--- src/rtl/alu_pkg.sv ---
// rtl/alu_pkg.sv - shared opcodes, FSM states and instruction field offsets for the ALU issue stage
package alu_pkg;
   localparam logic [1:0] OP_LI  = 2'd0;
   localparam logic [1:0] OP_OR  = 2'd1;
   localparam logic [1:0] OP_AND = 2'd2;
   localparam logic [1:0] OP_ADD = 2'd3;

   localparam int OP_LSB = 6;
   localparam int RD_LSB = 4;
   localparam int RS_LSB = 2;
   localparam int RT_LSB = 0;

   typedef enum logic [1:0] {
      IDLE,
      EXEC,
      WB
   } state_t;
endpackage

--- src/rtl/regfile4x8.sv ---
// rtl/regfile4x8.sv - 4-entry register file: two read ports sampled at accept, one write port, combinational debug read
module regfile4x8 #(
   parameter int NREG = 4,
   parameter int W    = 8
) (
   input  logic         clk,
   input  logic         rst,
   input  logic         rd_en,
   input  logic [1:0]   rs_sel,
   input  logic [1:0]   rt_sel,
   output logic [W-1:0] rs_data,
   output logic [W-1:0] rt_data,
   input  logic         we,
   input  logic [1:0]   wr_sel,
   input  logic [W-1:0] wr_data,
   input  logic [1:0]   dbg_sel,
   output logic [W-1:0] dbg_data
);
   logic [W-1:0] regs [NREG];

   assign dbg_data = regs[dbg_sel];

   // Read ports are registers so they double as the ALU operand registers.
   always_ff @(posedge clk) begin
      if (rst) begin
         for (int i = 0; i < NREG; i++) regs[i] <= '0;
         rs_data <= '0;
         rt_data <= '0;
      end else begin
         if (we) regs[wr_sel] <= wr_data;
         if (rd_en) begin
            rs_data <= regs[rs_sel];
            rt_data <= regs[rt_sel];
         end
      end
   end
endmodule

--- src/rtl/alu_issue_seq.sv ---
// rtl/alu_issue_seq.sv - three-state issue/writeback sequencer wrapped around an external combinational 8-bit ALU
module alu_issue_seq
   import alu_pkg::*;
#(
   parameter int NREG = 4,
   parameter int W    = 8
) (
   input  logic         clk,
   input  logic         rst,
   input  logic         in_valid,
   output logic         in_ready,
   input  logic [7:0]   in_instr,
   output logic [W-1:0] alu_a,
   output logic [W-1:0] alu_b,
   output logic [1:0]   alu_op,
   input  logic [W-1:0] alu_out,
   input  logic         alu_carry,
   output logic         done,
   output logic         flag_z,
   output logic         flag_c,
   input  logic [1:0]   dbg_sel,
   output logic [W-1:0] dbg_data
);
   state_t       state;
   logic         accept;
   logic [1:0]   rd;
   logic [3:0]   imm;
   logic [W-1:0] result;
   logic         carry_res;

   assign accept = in_valid && in_ready;

   regfile4x8 #(.NREG(NREG), .W(W)) u_regfile (
      .clk      (clk),
      .rst      (rst),
      .rd_en    (accept),
      .rs_sel   (in_instr[RS_LSB +: 2]),
      .rt_sel   (in_instr[RT_LSB +: 2]),
      .rs_data  (alu_a),
      .rt_data  (alu_b),
      .we       (state == WB),
      .wr_sel   (rd),
      .wr_data  (result),
      .dbg_sel  (dbg_sel),
      .dbg_data (dbg_data)
   );

   always_ff @(posedge clk) begin
      if (rst) begin
         state     <= IDLE;
         in_ready  <= 1'b1;
         alu_op    <= OP_LI;
         done      <= 1'b0;
         flag_z    <= 1'b0;
         flag_c    <= 1'b0;
         rd        <= '0;
         imm       <= '0;
         result    <= '0;
         carry_res <= 1'b0;
      end else begin
         case (state)
            IDLE: begin
               done <= 1'b0;
               if (accept) begin
                  rd       <= in_instr[RD_LSB +: 2];
                  imm      <= in_instr[RT_LSB +: 4];
                  alu_op   <= in_instr[OP_LSB +: 2];
                  in_ready <= 1'b0;
                  state    <= EXEC;
               end
            end
            EXEC: begin
               // Only ADD produces a meaningful carry; the other ops clear it.
               result    <= (alu_op == OP_LI) ? {{(W-4){1'b0}}, imm} : alu_out;
               carry_res <= (alu_op == OP_ADD) && alu_carry;
               done      <= 1'b1;
               state     <= WB;
            end
            WB: begin
               flag_z   <= (result == '0);
               flag_c   <= carry_res;
               done     <= 1'b0;
               in_ready <= 1'b1;
               state    <= IDLE;
            end
            default: state <= IDLE;
         endcase
      end
   end
endmodule

--- config.mk ---
export PLATFORM = sky130hd
export DESIGN_NAME = alu_issue_seq
export DESIGN_NICKNAME = d
export VERILOG_FILES = /design/src/rtl/alu_pkg.sv /design/src/rtl/regfile4x8.sv /design/src/rtl/alu_issue_seq.sv
export SDC_FILE = /design/constraint.sdc
export NUM_CORES = 1
export LEC_CHECK = 0
export CAP_MARGIN = 30
export CORE_MARGIN = 5
export CORE_UTILIZATION = 35
export CTS_BUF_LIST = sky130_fd_sc_hd__clkbuf_8
export DETAILED_ROUTE_END_ITERATION = 6
export GPL_TIMING_DRIVEN = 0
export MAX_ROUTING_LAYER = met4
export SYNTH_ARGS = -nofsm -noshare
export SYNTH_HDL_FRONTEND = slang
export SYNTH_HIERARCHICAL = 1
export SYNTH_SLANG_ARGS = --single-unit
--- constraint.sdc ---
create_clock -name clk -period 2.06 [get_ports clk]
set_input_delay 0.412 -clock clk [delete_from_list [all_inputs] [get_ports clk]]
set_output_delay 0.412 -clock clk [all_outputs]
set_load 0.02 [all_outputs]
==> results of run 1 <==
==> metrics by stage <==
step                worst slack, ns  hold slack (ns)  util (%)  area [µm²]  std cells
floorplan                     0.408            0.432         -        3380        280
global placement             -0.443            0.444      43.2        4030        458
detailed placement           -0.496            0.450      43.2        4030        458
CTS                          0.0176            0.461      45.0        4200        473
global route               0.000393            0.485      45.3        4220        476
==> logic make-up after synthesis <==
kind of cell,synth area share (%)
AND/OR/NAND/NOR,20.6
AO/OA/AOI/OAI,9.15
multiplexers,15.1
buffers and inverters,3.63
flip-flops,51.5
==> what timing repair did <==
action / CTS / global route
setup buffers: 0 / 3
resized for setup: 8 / 2
setup endpoints to repair: 16 / 11
pin swaps: 0 / 1
==> routing by layer <==
layer / global-route usage, %
met1: 19.0
met4: 4.33
met2: 22.7
met5: -
met3: 3.40
==> flow_metrics.py, run 1 <==
metrics = {
    "die": {
        "io_pins": 52,
        "row_count": 35,
        "die_w_um": 108,
        "die_h_um": 108,
        "initial_core_util_pct": 36.2,
    },
    "timing": {
        "postGrtWorstEndpoint": "dbg_data[2]",
        "endpoint_type": "primary output",
    },
    "clock_tree": {
        "cts-root-buf": "clkbuf_8",
        "cts_max_level": 3,
        "cts_buffers": 9,
        "cts_num_sinks": 71,
        "hold_buffers": 0,
        "clockBufferDepth": 2,
    },
    "logic_synthesis": {
        "synth_top_area_share_pct": 28.4,
        "synth_area_per_cell_um2": 12.1,
        "synth_cell_types": 39,
        "yosys.cell_count.top_type": "dfxtp_1",
        "yosysWarningCount": 6,
        "ys.flop_type": "dfxtp_1",
        "ys_ff_latch": 71,
        "syn_area_um2": 3380,
        "ys_seq_area_share_pct": 51.5,
        "syn_nets": 302,
        "synth_edf_count": 32,
        "async_flop_share_pct": 0,
        "yosysTopAreaCell": "edfxtp_1",
        "yosys-top-cells-area": "edfxtp_1 (28%), dfxtp_1 (23%), mux2i_1 (9.8%)",
        "synthCells": 280,
        "synthTopCellsByCount": "dfxtp_1 (39), and2_1 (33), mux2i_1 (33), edfxtp_1 (32), nand2_1 (26)",
    },
    "status": {
        "stop_error": "[ERROR DRT-0255] Maze Route cannot find path of net clk in worker of routeBox ( 96600 0 ) ( 108265 48300 ).",
        "stop_stage": "detailed routing (5_2_route)",
        "status": "stopped before the end",
    },
    "grt": {
        "grt_overflow": 0,
        "grt_max_degree": 20,
        "grt_pass1_wl_um": 12700,
        "grt_pass1_vias": 2375,
        "antenna_found_initial": 0,
        "track_usage_pct": 14.6,
    },
    "place": {
        "numPortBuffers": 49,
        "dp_hpwl_um": 6040,
        "globalplace.congestion": 0.774,
    },
}
==> run 2, diff against run 1 <==
--- a/config.mk
+++ b/config.mk
@@ -7,11 +7,10 @@
 export LEC_CHECK = 0
 export CAP_MARGIN = 30
 export CORE_MARGIN = 5
-export CORE_UTILIZATION = 35
-export CTS_BUF_LIST = sky130_fd_sc_hd__clkbuf_8
+export CORE_UTILIZATION = 20
 export DETAILED_ROUTE_END_ITERATION = 6
 export GPL_TIMING_DRIVEN = 0
-export MAX_ROUTING_LAYER = met4
+export PLACE_DENSITY_LB_ADDON = 0.15
 export SYNTH_ARGS = -nofsm -noshare
 export SYNTH_HDL_FRONTEND = slang
 export SYNTH_HIERARCHICAL = 1
==> run 2 against run 1 <==
Against the previous run: the flow now finishes without violations; global-route usage down 4.8 points; synthesized cell count unchanged; area after synthesis unchanged.
==> flow_metrics.py, run 2 <==
metrics = {
    "worst_setup_path": {
        "cp_max_fo": 3,
        "worstPathRequired_ns": 1.65,
        "cp_cell_sequence": "mux4_2 > dlygate4sd2_1",
        "critPathKind": "flop to output pin",
        "cpMaxStageDelayCell": "mux4_2",
        "worstSetupStartpointType": "flop",
        "end_kind": "output pin",
        "arrival_ns": 1.60,
        "crit_path_max_incr_delay_ns": 0.50,
    },
    "logic_synthesis": {
        "yosys.cell_count.top_type": "dfxtp_1",
        "yosys-top-cells-area": "edfxtp_1 (28%), dfxtp_1 (23%), mux2i_1 (9.8%)",
        "synth_edf_count": 32,
        "ys_ff_latch": 71,
        "syn_area_um2": 3380,
        "synthAdderAreaFrac_pct": 0,
        "synth_top_area_share_pct": 28.4,
        "ys.flop_type": "dfxtp_1",
        "synth_cell_types": 39,
        "synthCells": 280,
        "synthTopCellsByCount": "dfxtp_1 (39), and2_1 (33), mux2i_1 (33), edfxtp_1 (32), nand2_1 (26)",
        "synth_compound_area_share_pct": 9.14,
        "ys_seq_area_share_pct": 51.5,
        "async_flop_share_pct": 0,
        "synth_area_per_cell_um2": 12.1,
        "syn_nets": 302,
        "synth_top_family_by_area": "simple AND/OR/NAND/NOR gates",
        "synth.mux.area_fraction_pct": 15.1,
        "yosys.area_share.xor_xnor_pct": 0,
        "yosysTopAreaCell": "edfxtp_1",
        "yosysWarningCount": 6,
        "synth_simple_gate_area_share_pct": 20.6,
    },
    "grt": {
        "grt_pass1_wl_um": 14900,
        "antenna_found_initial": 0,
        "track_usage_pct": 9.80,
        "grt_max_degree": 13,
        "grt_overflow": 0,
        "grt_pass1_vias": 2502,
    },
    "finish": {
        "fillers": 1751,
        "num_antenna_cells": 0,
        "final_util_pct": 27.1,
        "layout_commonest_cell": "clkdlybuf4s50_1",
        "finalInstanceArea_um2": 4490,
        "largest_reg_flops": 32,
        "largest_register": "u_regfile/regs",
        "areaGrowthSynthToFinish_pct": 32.8,
        "final_layout_size_suffix_gt1_share_pct": 20.2,
        "nets": 369,
        "layout_common_cells": "clkdlybuf4s50_1 (41), dfxtp_1 (39), and2_1 (33), mux2i_1 (33), edfxtp_1 (32)",
    },
    "clock_tree": {
        "cts_buffers": 9,
        "cts_max_level": 3,
        "cts_num_sinks": 71,
        "clk_pin_slew_ns": 0.05,
        "hold_buffers": 0,
        "clockBufferDepth": 2,
        "cts-root-buf": "clkbuf_16",
        "clkLatencyLatePin_ns": 0.33,
        "cts_tree": "yes",
    },
    "pwr": {
        "ir_worst_vdd_v": 0.000383,
        "p_leak_nw": 1.63,
        "power_density_nw_per_um2": 803,
    },
    "timing": {
        "finalWorstSetupSlack_ns": 0.0449,
        "slew_headroom_pct": 63.3,
        "finalCriticalPeriod_ns": 2.02,
        "clock.fmax_ghz": 0.496,
        "period_share_pct": 97.8,
        "drv_slew": 0,
        "finalSetupViolations": 0,
        "final.setup_skew_ns": 0.00462,
        "hold_viol": 0,
        "fin_hold_ws_ns": 0.462,
        "tightest_slew_ns": 0.551,
    },
    "place": {
        "pre_cts_slack_ns": -0.606,
        "place_area_um2": 4150,
        "numPortBuffers": 49,
        "dp_hpwl_um": 7220,
        "globalplace.congestion": 0.719,
    },
    "drt": {
        "vias": 2372,
        "via_per_inst": 4.15,
        "postRouteAntennaNets": 0,
        "wl_per_cell_um": 16.3,
        "wirelength_um": 9320,
        "drc": 0,
        "firstDrtPassIters": 4,
        "drtIter0Drc": 115,
    },
    "die": {
        "initial_core_util_pct": 20.4,
        "die_area_um2": 19600,
        "die_h_um": 140,
        "row_count": 47,
        "die_w_um": 140,
        "io_pins": 52,
        "fp.coreArea_um2": 16600,
    },
    "status": {
        "status": "finished, final reports clean",
    },
    "flow_run": {
        "max-cap-violations": 0,
    },
    "worst_hold_path": {
        "hp-class": "flop to flop",
    },
}
run 2: power breakdown:
| group | internal [mW] | total (mW) | switching, mW |
|---|---|---|---|
| registers | 1.54 | 1.61 | 0.0634 |
| logic | 0.226 | 0.470 | 0.243 |
| clock network | 0.960 | 1.53 | 0.568 |
| total | 2.73 | 3.60 | 0.875 |
run 2: what timing repair did:
item | CTS | global route
endpoints found under the hold margin | 0 | 0
endpoints found under the setup margin | 40 | 13
pin swaps | 0 | 1
gates resized for setup | 11 | 3
buffers inserted | 0 | 7
run 2: final cells by class:
class / count / area, µm² / share of cell area [%]
timing repair buffer: 56 / 538 / 12.0
buffer: 18 / 124 / 2.76
clock inverter: 5 / 48.8 / 1.09
multi-input combinational: 191 / 1520 / 33.8
sequential: 71 / 1740 / 38.8
clock buffer: 11 / 243 / 5.41
tap: 220 / 275 / 6.13
run 2: cell families (layout without fill, tap and decap cells):
group / Yosys count / after routing
AND/OR/NAND/NOR: 109 / 109
flip-flops: 71 / 71
AO/OA/AOI/OAI: 41 / 41
multiplexers: 41 / 41
buffers and inverters: 18 / 90
run 2: path summary, 6_finish.rpt:
path / depth (start not counted) / startpoint / end / slack (ns)
hold / removal: 2 / carry_res / carry_res / 0.46
hold reg to reg: 2 / carry_res / carry_res / 0.46
setup / recovery: 2 / u_regfile/regs[1][4] / dbg_data[4] / 0.04
setup reg to reg: 4 / state[0] / u_regfile/regs[0][1] / 0.27
run 2: per-stage QoR:
step | setup TNS (ns) | power, mW | cells
finish | 0 | 3.60 | 572
global route | -0.0137 | 3.77 | 572
CTS | 0 | 3.67 | 565
detailed placement | -17.72 | 2.12 | 549
global placement | -15.58 | 2.11 | 549
floorplan | 0 | 1.90 | 280
run 2: metal layers:
metal  vias to the layer above  GRT usage [%]  part of all wire [%]
met5                         -              0                     0
met4                         0           3.06                  0.43
met3                         2           2.62                   4.8
met2                        50           15.2                    47
met1                      1133           13.4                    48
li1                       1187              -                     -
run 2: worst max-delay path: cells and delay by family, from the launching register on:
kind                   cells  cell delay [ns]
buffers and inverters      1             0.34
flip-flops                 1             0.43
multiplexers               1             0.50
Power figures use the tool's default switching activity.
==> run 3, diff against run 2 <==
--- a/config.mk
+++ b/config.mk
@@ -13,5 +13,5 @@
 export PLACE_DENSITY_LB_ADDON = 0.15
 export SYNTH_ARGS = -nofsm -noshare
 export SYNTH_HDL_FRONTEND = slang
-export SYNTH_HIERARCHICAL = 1
 export SYNTH_SLANG_ARGS = --single-unit
+export TNS_END_PERCENT = 1
==> run 3 against run 2 <==
Against the previous run: final area shrank 2.3%; highest routed layer unchanged; count of clock-buffer cells in the layout shrank 2; non-clock buffer count shrank 9; fmax grew 0.67%; worst hold slack got worse by 0.019 ns; critical path type unchanged; largest power group is now clock.
==> flow_metrics.py, run 3 <==
metrics = {
    "status": {
        "status": "finished, final reports clean",
    },
    "logic_synthesis": {
        "syn_area_um2": 3340,
        "synth_edf_count": 32,
        "synth_area_per_cell_um2": 11.9,
        "yosys-top-cells-area": "edfxtp_1 (29%), dfxtp_1 (23%), mux4_2 (16%)",
        "yosysTopAreaCell": "edfxtp_1",
        "yosys.cell_count.top_type": "nand2_1",
        "syn_nets": 302,
        "ys.flop_type": "dfxtp_1",
        "synth_cell_types": 33,
        "ys_seq_area_share_pct": 52.1,
        "async_flop_share_pct": 0,
        "synthCells": 280,
        "yosysWarningCount": 0,
        "ys_ff_latch": 71,
        "synthTopCellsByCount": "nand2_1 (43), dfxtp_1 (39), and2_1 (32), edfxtp_1 (32), a21oi_1 (30)",
        "synth_top_area_share_pct": 28.7,
    },
    "pwr": {
        "swShare_pct": 24.5,
        "ir_worst_vdd_v": 0.000415,
        "p_leak_nw": 1.49,
        "power_density_nw_per_um2": 846,
        "clkPwrFrac_pct": 45.3,
        "intPower_mw": 2.80,
        "p_sw_uw": 909,
        "combPwrFrac_pct": 11.9,
        "seqPwrFrac_pct": 42.8,
    },
    "clock_tree": {
        "cts_max_level": 3,
        "cts_buffers": 9,
        "cts_num_sinks": 71,
        "cts_tree": "yes",
        "clockBufferDepth": 2,
        "cts_setup_buffers": 0,
        "cts-root-buf": "clkbuf_16",
        "clkLatencyLatePin_ns": 0.33,
        "clk_pin_slew_ns": 0.06,
    },
    "place": {
        "placed_cells": 545,
        "dp_hpwl_um": 7100,
        "pre_cts_slack_ns": -0.261,
        "numPortBuffers": 45,
        "globalplace.congestion": 0.685,
    },
    "timing": {
        "finalSetupTns_ns": 0,
        "finalWorstSetupSlack_ns": 0.0583,
        "finalCriticalPeriod_ns": 2.00,
        "finalSetupViolations": 0,
        "period_share_pct": 97.2,
        "final.setup_skew_ns": 0.00870,
        "tightest_slew_ns": 0.736,
        "slew_headroom_pct": 50.9,
        "clock.fmax_ghz": 0.500,
        "drv_slew": 0,
        "rsz0062_at_grt": "no",
        "fin_hold_ws_ns": 0.443,
        "hold_viol": 0,
    },
    "drt": {
        "wl_per_cell_um": 16.5,
        "drc": 0,
        "wirelength_um": 9250,
        "firstDrtPassIters": 4,
        "via_per_inst": 4.10,
        "postRouteAntennaNets": 0,
        "drtIter0Drc": 106,
        "vias": 2299,
    },
    "worst_setup_path": {
        "critPathTopFamily": "multiplexers",
        "cpMaxStageDelayCell": "mux4_2",
        "worstSetupStartpointType": "flop",
        "cp_cell_sequence": "mux4_2 > dlygate4sd2_1",
        "crit_path_max_incr_delay_ns": 0.50,
        "crit_buf_inv": 1,
        "reg2regPathDepth": 3,
        "end_kind": "output pin",
        "critPathKind": "flop to output pin",
        "cp_max_fo": 3,
        "r2r-start": "state[1]",
        "regToRegSetupSlack_ns": 0.25,
        "cp.depth": 2,
        "arrival_ns": 1.59,
        "worstPathRequired_ns": 1.65,
        "r2r-end": "u_regfile.regs[1][4]",
        "critPathLaunch": "u_regfile.regs[3][5]",
    },
    "die": {
        "fp.coreArea_um2": 16500,
        "initial_core_util_pct": 20.3,
        "die_area_um2": 19400,
        "die_h_um": 139,
        "row_count": 47,
        "io_pins": 52,
        "die_w_um": 139,
    },
    "finish": {
        "largest_register": "u_regfile.regs",
        "layout_common_cells": "nand2_1 (43), dfxtp_1 (39), clkdlybuf4s50_1 (37)",
        "nets": 358,
        "num_antenna_cells": 0,
        "largest_reg_flops": 32,
        "final_cells": 561,
        "areaGrowthSynthToFinish_pct": 31.2,
        "layout_commonest_cell": "nand2_1",
        "final_layout_size_suffix_gt1_share_pct": 19.9,
    },
    "grt": {
        "grt_pass1_vias": 2478,
        "grt_overflow": 0,
        "grt_pass1_wl_um": 15000,
        "antenna_found_initial": 0,
        "grt_max_degree": 14,
        "track_usage_pct": 10.0,
    },
    "flow_run": {
        "max-cap-violations": 0,
    },
    "worst_hold_path": {
        "hp-class": "input port to flop",
        "min_to": "imm[0]",
        "min-delay-start": "in_instr[0]",
        "holdPathStages": 3,
    },
}
run 3: metal layers:
layer  track usage [%]  wire length, µm
met1              13.1             4250
met4              2.57              114
met5                 0                0
met2              16.0             4350
met3              3.22              538
run 3: cell type report:
class                      instances  area, µm²
multi-input combinational        189       1500
clock inverter                     7       97.6
timing repair buffer              45        442
tap                              220        275
fill                            1732      12100
sequential                        71       1740
buffer                            20        110
clock buffer                       9        225
run 3: cells by family after synthesis:
| group | after synthesis | share of synthesized area, % |
|---|---|---|
| and+or+nand+nor | 124 | 21.4 |
| DFF | 71 | 52.1 |
| AOI/OAI and AO/OA | 40 | 6.85 |
| muxes | 25 | 16.5 |
| buffers and inverters | 20 | 3.18 |
run 3: worst max-delay path by stage:
stage / endpoint / slack (ns)
floorplan: dbg_data[0] / 0.41
global placement: u_regfile.regs[0][6] / -0.26
detailed placement: u_regfile.regs[0][6] / -0.26
CTS: dbg_data[2] / 0.03
global route: dbg_data[4] / 0.002
finish: dbg_data[5] / 0.06
run 3: worst min-delay path, delay by kind of cell:
kind | cells | cell delay, ns
AND/OR/NAND/NOR | 1 | 0.07
AO/OA/AOI/OAI | 1 | 0.05
buffers and inverters | 1 | 0.18
run 3: through the flow:
stage          power, mW  utilization (%)  cell area [µm²]
6_report            3.71             26.6             4390
3_3_place_gp        2.08             24.7             4070
5_1_grt             3.89             26.6             4390
3_5_place_dp        2.08             24.7             4070
4_1_cts             3.77             26.6             4390
2_1_floorplan       1.88                -             3340
run 3: timing repair:
item | in CTS | in global routing
setup endpoints to repair | 8 | 1
resized for setup | 10 | 1
hold buffers | 0 | 0
run 3: power by group through the flow:
stage | registers (mW) | clock network, mW | logic, mW
detailed placement | 1.62 | 0 | 0.463
global route | 1.60 | 1.81 | 0.484
finish | 1.59 | 1.68 | 0.443
global placement | 1.62 | 0 | 0.461
CTS | 1.59 | 1.72 | 0.455
floorplan | 1.63 | 0 | 0.254
==> run 4, diff against run 3 <==
--- a/config.mk
+++ b/config.mk
@@ -6,6 +6,7 @@
 export NUM_CORES = 1
 export LEC_CHECK = 0
 export CAP_MARGIN = 30
+export CORE_ASPECT_RATIO = 1.4
 export CORE_MARGIN = 5
 export CORE_UTILIZATION = 20
 export DETAILED_ROUTE_END_ITERATION = 6
==> run 4 against run 3 <==
Against the previous run: via count fell by 1.3%; non-clock buffer count did not move; worst hold slack barely moved; die area rose by 0.19%; combinational power barely moved; largest power group is now registers.
==> flow_metrics.py, run 4 (synthesized netlist as in run 3, its figures left out) <==
metrics = {
    "drt": {
        "vias": 2268,
        "wirelength_um": 9220,
        "firstDrtPassIters": 4,
        "drc": 0,
        "via_per_inst": 4.17,
        "wl_per_cell_um": 16.9,
        "dr.max_layer_used": "met4",
        "postRouteAntennaNets": 0,
        "drtIter0Drc": 79,
        "wl_met2_um": 4980,
        "dr_wl_met3_um": 341,
        "wl_met1_um": 3740,
    },
    "grt": {
        "track_usage_pct": 10.1,
        "antenna_found_initial": 0,
        "grt_pass1_wl_um": 14400,
        "grt_pass1_vias": 2454,
        "grt_max_degree": 12,
        "grt_overflow": 0,
    },
    "timing": {
        "slew_headroom_pct": 51.9,
        "clock.fmax_ghz": 0.502,
        "rsz0062_at_grt": "no",
        "hold_viol": 0,
        "period_share_pct": 96.7,
        "drv_slew": 0,
        "finalCriticalPeriod_ns": 1.99,
        "finalSetupViolations": 0,
        "fin_hold_ws_ns": 0.444,
        "final.setup_skew_ns": 0.00623,
        "tightest_slew_ns": 0.721,
    },
    "finish": {
        "finalInstanceArea_um2": 4310,
        "layout_commonest_cell": "nand2_1",
        "areaGrowthSynthToFinish_pct": 28.8,
        "final_util_pct": 25.9,
        "layout_common_cells": "nand2_1 (43), dfxtp_1 (39), clkdlybuf4s50_1 (37)",
        "final-seq-area_um2": 1740,
        "fillers": 1743,
        "num_antenna_cells": 0,
        "final_layout_size_suffix_gt1_share_pct": 19.4,
        "largest_reg_flops": 32,
        "nets": 358,
        "final_cells": 544,
        "largest_register": "u_regfile.regs",
        "multiInputGateArea_um2": 1500,
    },
    "worst_setup_path": {
        "worstPathRequired_ns": 1.65,
        "cp_max_fo": 3,
        "end_kind": "output pin",
        "cpMaxStageDelayCell": "mux4_2",
        "arrival_ns": 1.58,
        "critPathKind": "flop to output pin",
        "crit_path_max_incr_delay_ns": 0.49,
        "cp_cell_sequence": "mux4_2 > dlygate4sd2_1",
        "worstSetupStartpointType": "flop",
        "regToRegSetupSlack_ns": 0.22,
    },
    "flow_run": {
        "max-cap-violations": 0,
    },
    "place": {
        "globalplace.congestion": 0.715,
        "placed_cells": 528,
        "place_area_um2": 4050,
        "numPortBuffers": 45,
        "dp_hpwl_um": 7160,
    },
    "pwr": {
        "intPower_mw": 2.58,
        "seqPwrFrac_pct": 46.0,
        "ir_worst_vdd_v": 0.000266,
        "swShare_pct": 25.2,
        "power_density_nw_per_um2": 800,
        "combPwrFrac_pct": 12.9,
        "p_sw_uw": 869,
        "clkPwrFrac_pct": 41.0,
        "p_leak_nw": 1.47,
    },
    "clock_tree": {
        "clockBufferDepth": 2,
        "cts_buffers": 9,
        "clk_pin_slew_ns": 0.06,
        "cts_num_sinks": 71,
        "cts_max_level": 3,
        "clkLatencyLatePin_ns": 0.33,
        "cts_tree": "yes",
        "cts-root-buf": "clkbuf_16",
        "cts_setup_buffers": 0,
    },
    "die": {
        "fp.coreArea_um2": 16600,
        "die_area_um2": 19400,
        "die_w_um": 119,
        "die_h_um": 163,
        "row_count": 56,
        "io_pins": 52,
        "initial_core_util_pct": 20.1,
    },
    "worst_hold_path": {
        "hp-class": "input port to flop",
    },
    "status": {
        "status": "finished, final reports clean",
    },
}
==> run 4: power by group through the flow <==
stage	clock (mW)	sequential (mW)	combinational (mW)
after detailed placement	0	1.62	0.468
after floorplan	0	1.63	0.254
after global routing	1.51	1.60	0.485
after global placement	0	1.61	0.466
after CTS	1.45	1.59	0.460
final	1.41	1.59	0.446
==> run 4: cell type report <==
class                           instances  area share, %
Clock buffer                           11           5.63
Buffer                                 20           2.56
Sequential cell                        71           40.4
Clock inverter                          5          0.552
Tap cell                              203           5.89
Timing Repair Buffer                   45           10.2
Multi-Input combinational cell        189           34.7
==> run 4: layer usage <==
| layer | up-vias | GRT usage, % |
|---|---|---|
| met3 | 6 | 2.64 |
| met4 | 0 | 3.75 |
| li1 | 1136 | - |
| met1 | 1084 | 10.8 |
| met2 | 42 | 18.8 |
| met5 | - | 0 |
==> run 4: path summary, 6_finish.rpt <==
path,startpoint,to,depth (start not counted)
setup / recovery,u_regfile.regs[3][4],dbg_data[4],2
setup reg to reg,state[1],u_regfile.regs[1][6],3
hold / removal,in_instr[0],imm[0],3
hold reg to reg,u_regfile.rt_data[5],u_regfile.rt_data[5],2
==> run 4: timing repair <==
item / CTS / global route
gates resized for setup: 10 / 0
endpoints found under the setup margin: 8 / 8
endpoints found under the hold margin: 0 / 0
pin swaps: 0 / 1
hold buffers: 0 / 0
==> run 4: per-stage QoR <==
step	total power, mW	TNS [ns]	setup slack, ns
after floorplan	1.88	0	0.408
after global placement	2.08	-8.80	-0.291
after detailed placement	2.09	-9.16	-0.310
after CTS	3.50	0	0.0449
after global routing	3.59	0	0.0186
final	3.45	0	0.0679
==> run 4: critical path: cells and delay by family (launching register included) <==
family                 cells  cell delay [ns]
buffers and inverters      1             0.34
multiplexers               1             0.49
flip-flops                 1             0.42
==> RTL edit: new RTL, settings of run 2 <==
Encoding of `state_t`: now one-hot (3 bits for 3 states).
--- a/src/rtl/alu_pkg.sv
+++ b/src/rtl/alu_pkg.sv
@@ -10,10 +10,10 @@
    localparam int RS_LSB = 2;
    localparam int RT_LSB = 0;
 
-   typedef enum logic [1:0] {
-      IDLE,
-      EXEC,
-      WB
+   typedef enum logic [2:0] {
+      IDLE = 3'b001,
+      EXEC = 3'b010,
+      WB   = 3'b100
    } state_t;
 endpackage
 
Function: no difference found for any inputs over 4 cycles, from zero or initial values and one cycle with rst high; so few cycles prove little.
==> RTL edit against run 2 <==
Wire length shrank 1.1%; sequential cell count grew 1; sequential power is essentially flat; global-route usage shrank 0.20 points; worst setup slack is essentially flat; design area grew 2.7%; power shrank 1.2%; area after synthesis grew 4.0%.
==> RTL edit: results (changes against run 2) <==
* Outcome: completed
* M1 WL at 4570 um (+1.8%)
* Multi-In Gates at 192 (+0.52%)
* Grt met1 use at 13.4% (about the same)
* DP Worst Slack at -489 ps (+117 ps)
* P_leak at 1.67 nW (+2.4%)
* Placed cell count at 558 (+1.6%)
* Slew of the pin with the lowest slew margin at 487 ps (-64.0 ps)
* Final Non-Filler Cells at 580 (+1.4%)
* Met2 Use GR at 14.3% (-0.88 points)
* Violation count after the first detailed-route iteration at 134 (+17%)
* Overall routing resource usage at 9.61% (-0.20 points)
* Vias in the first global route at 2,488 (-0.56%)
* Fraction of area in multi-input gates at 35.2% (+1.4 points)
* Met3 WL at 426 um (-4.5%)
* Mapped Nets at 306 (+1.3%)
* Logic power comb at 0.000451 W (-4%)
* Post-synthesis cell count at 284 (+1.4%)
* Hold WS at 459 ps (-3.48 ps)
* First-pass GRT wire length at 14,700 um (-1.3%)
* GPL Wtd Cong at 0.744 (+3.5%)
* GRT met3 Usage at 3.16% (+0.53 points)
* CLK BUF at 12 (+1)
* Post-DP HPWL at 7130 um (-1.2%)
* Synth top area cells: edfxtp_1, dfxtp_1, mux2i_1
* Net Switching at 0.000851 W (-2.7%)
* Post-DP Area at 4290 sq um (+3.4%)
* Synth cell count leaders: mux2i_1, dfxtp_1, and2_1
* Clock sink count at 72 (+1.4%)
* Fin area at 4610 sq um (+2.7%)
* Post-Route WL at 9220 um (-1.1%)
* Post-synthesis sequential area ratio at 50.1% (-1.4 points)
==> RTL edit: changes by cell type after synthesis, sizes merged, moves of 3 or more <==
| cell | change |
|---|---|
| nand2 | -19 |
| nand2b | +15 |
| mux2i | +12 |
| a21oi | -7 |
| nand3 | +5 |
| a211oi | +4 |
| a311oi | -4 |
| nand3b | -4 |
| o21ai | -3 |
==> RTL edit: timing repair <==
action                                  CTS  global route
buffers inserted                          3             3
endpoints found under the setup margin   32             4
gates resized for setup                  10             2
pin swaps                                 0             0
endpoints found under the hold margin     0             0
==> RTL edit: logic make-up (layout without fill, tap and decap cells) <==
kind of cell	count (synthesis)	count (layout)	synth area share, %
muxes	53	53	17.9
AOI/OAI and AO/OA	33	33	7.62
DFF	72	72	50.1
buffers and inverters	20	91	3.81
and+or+nand+nor	106	106	20.5
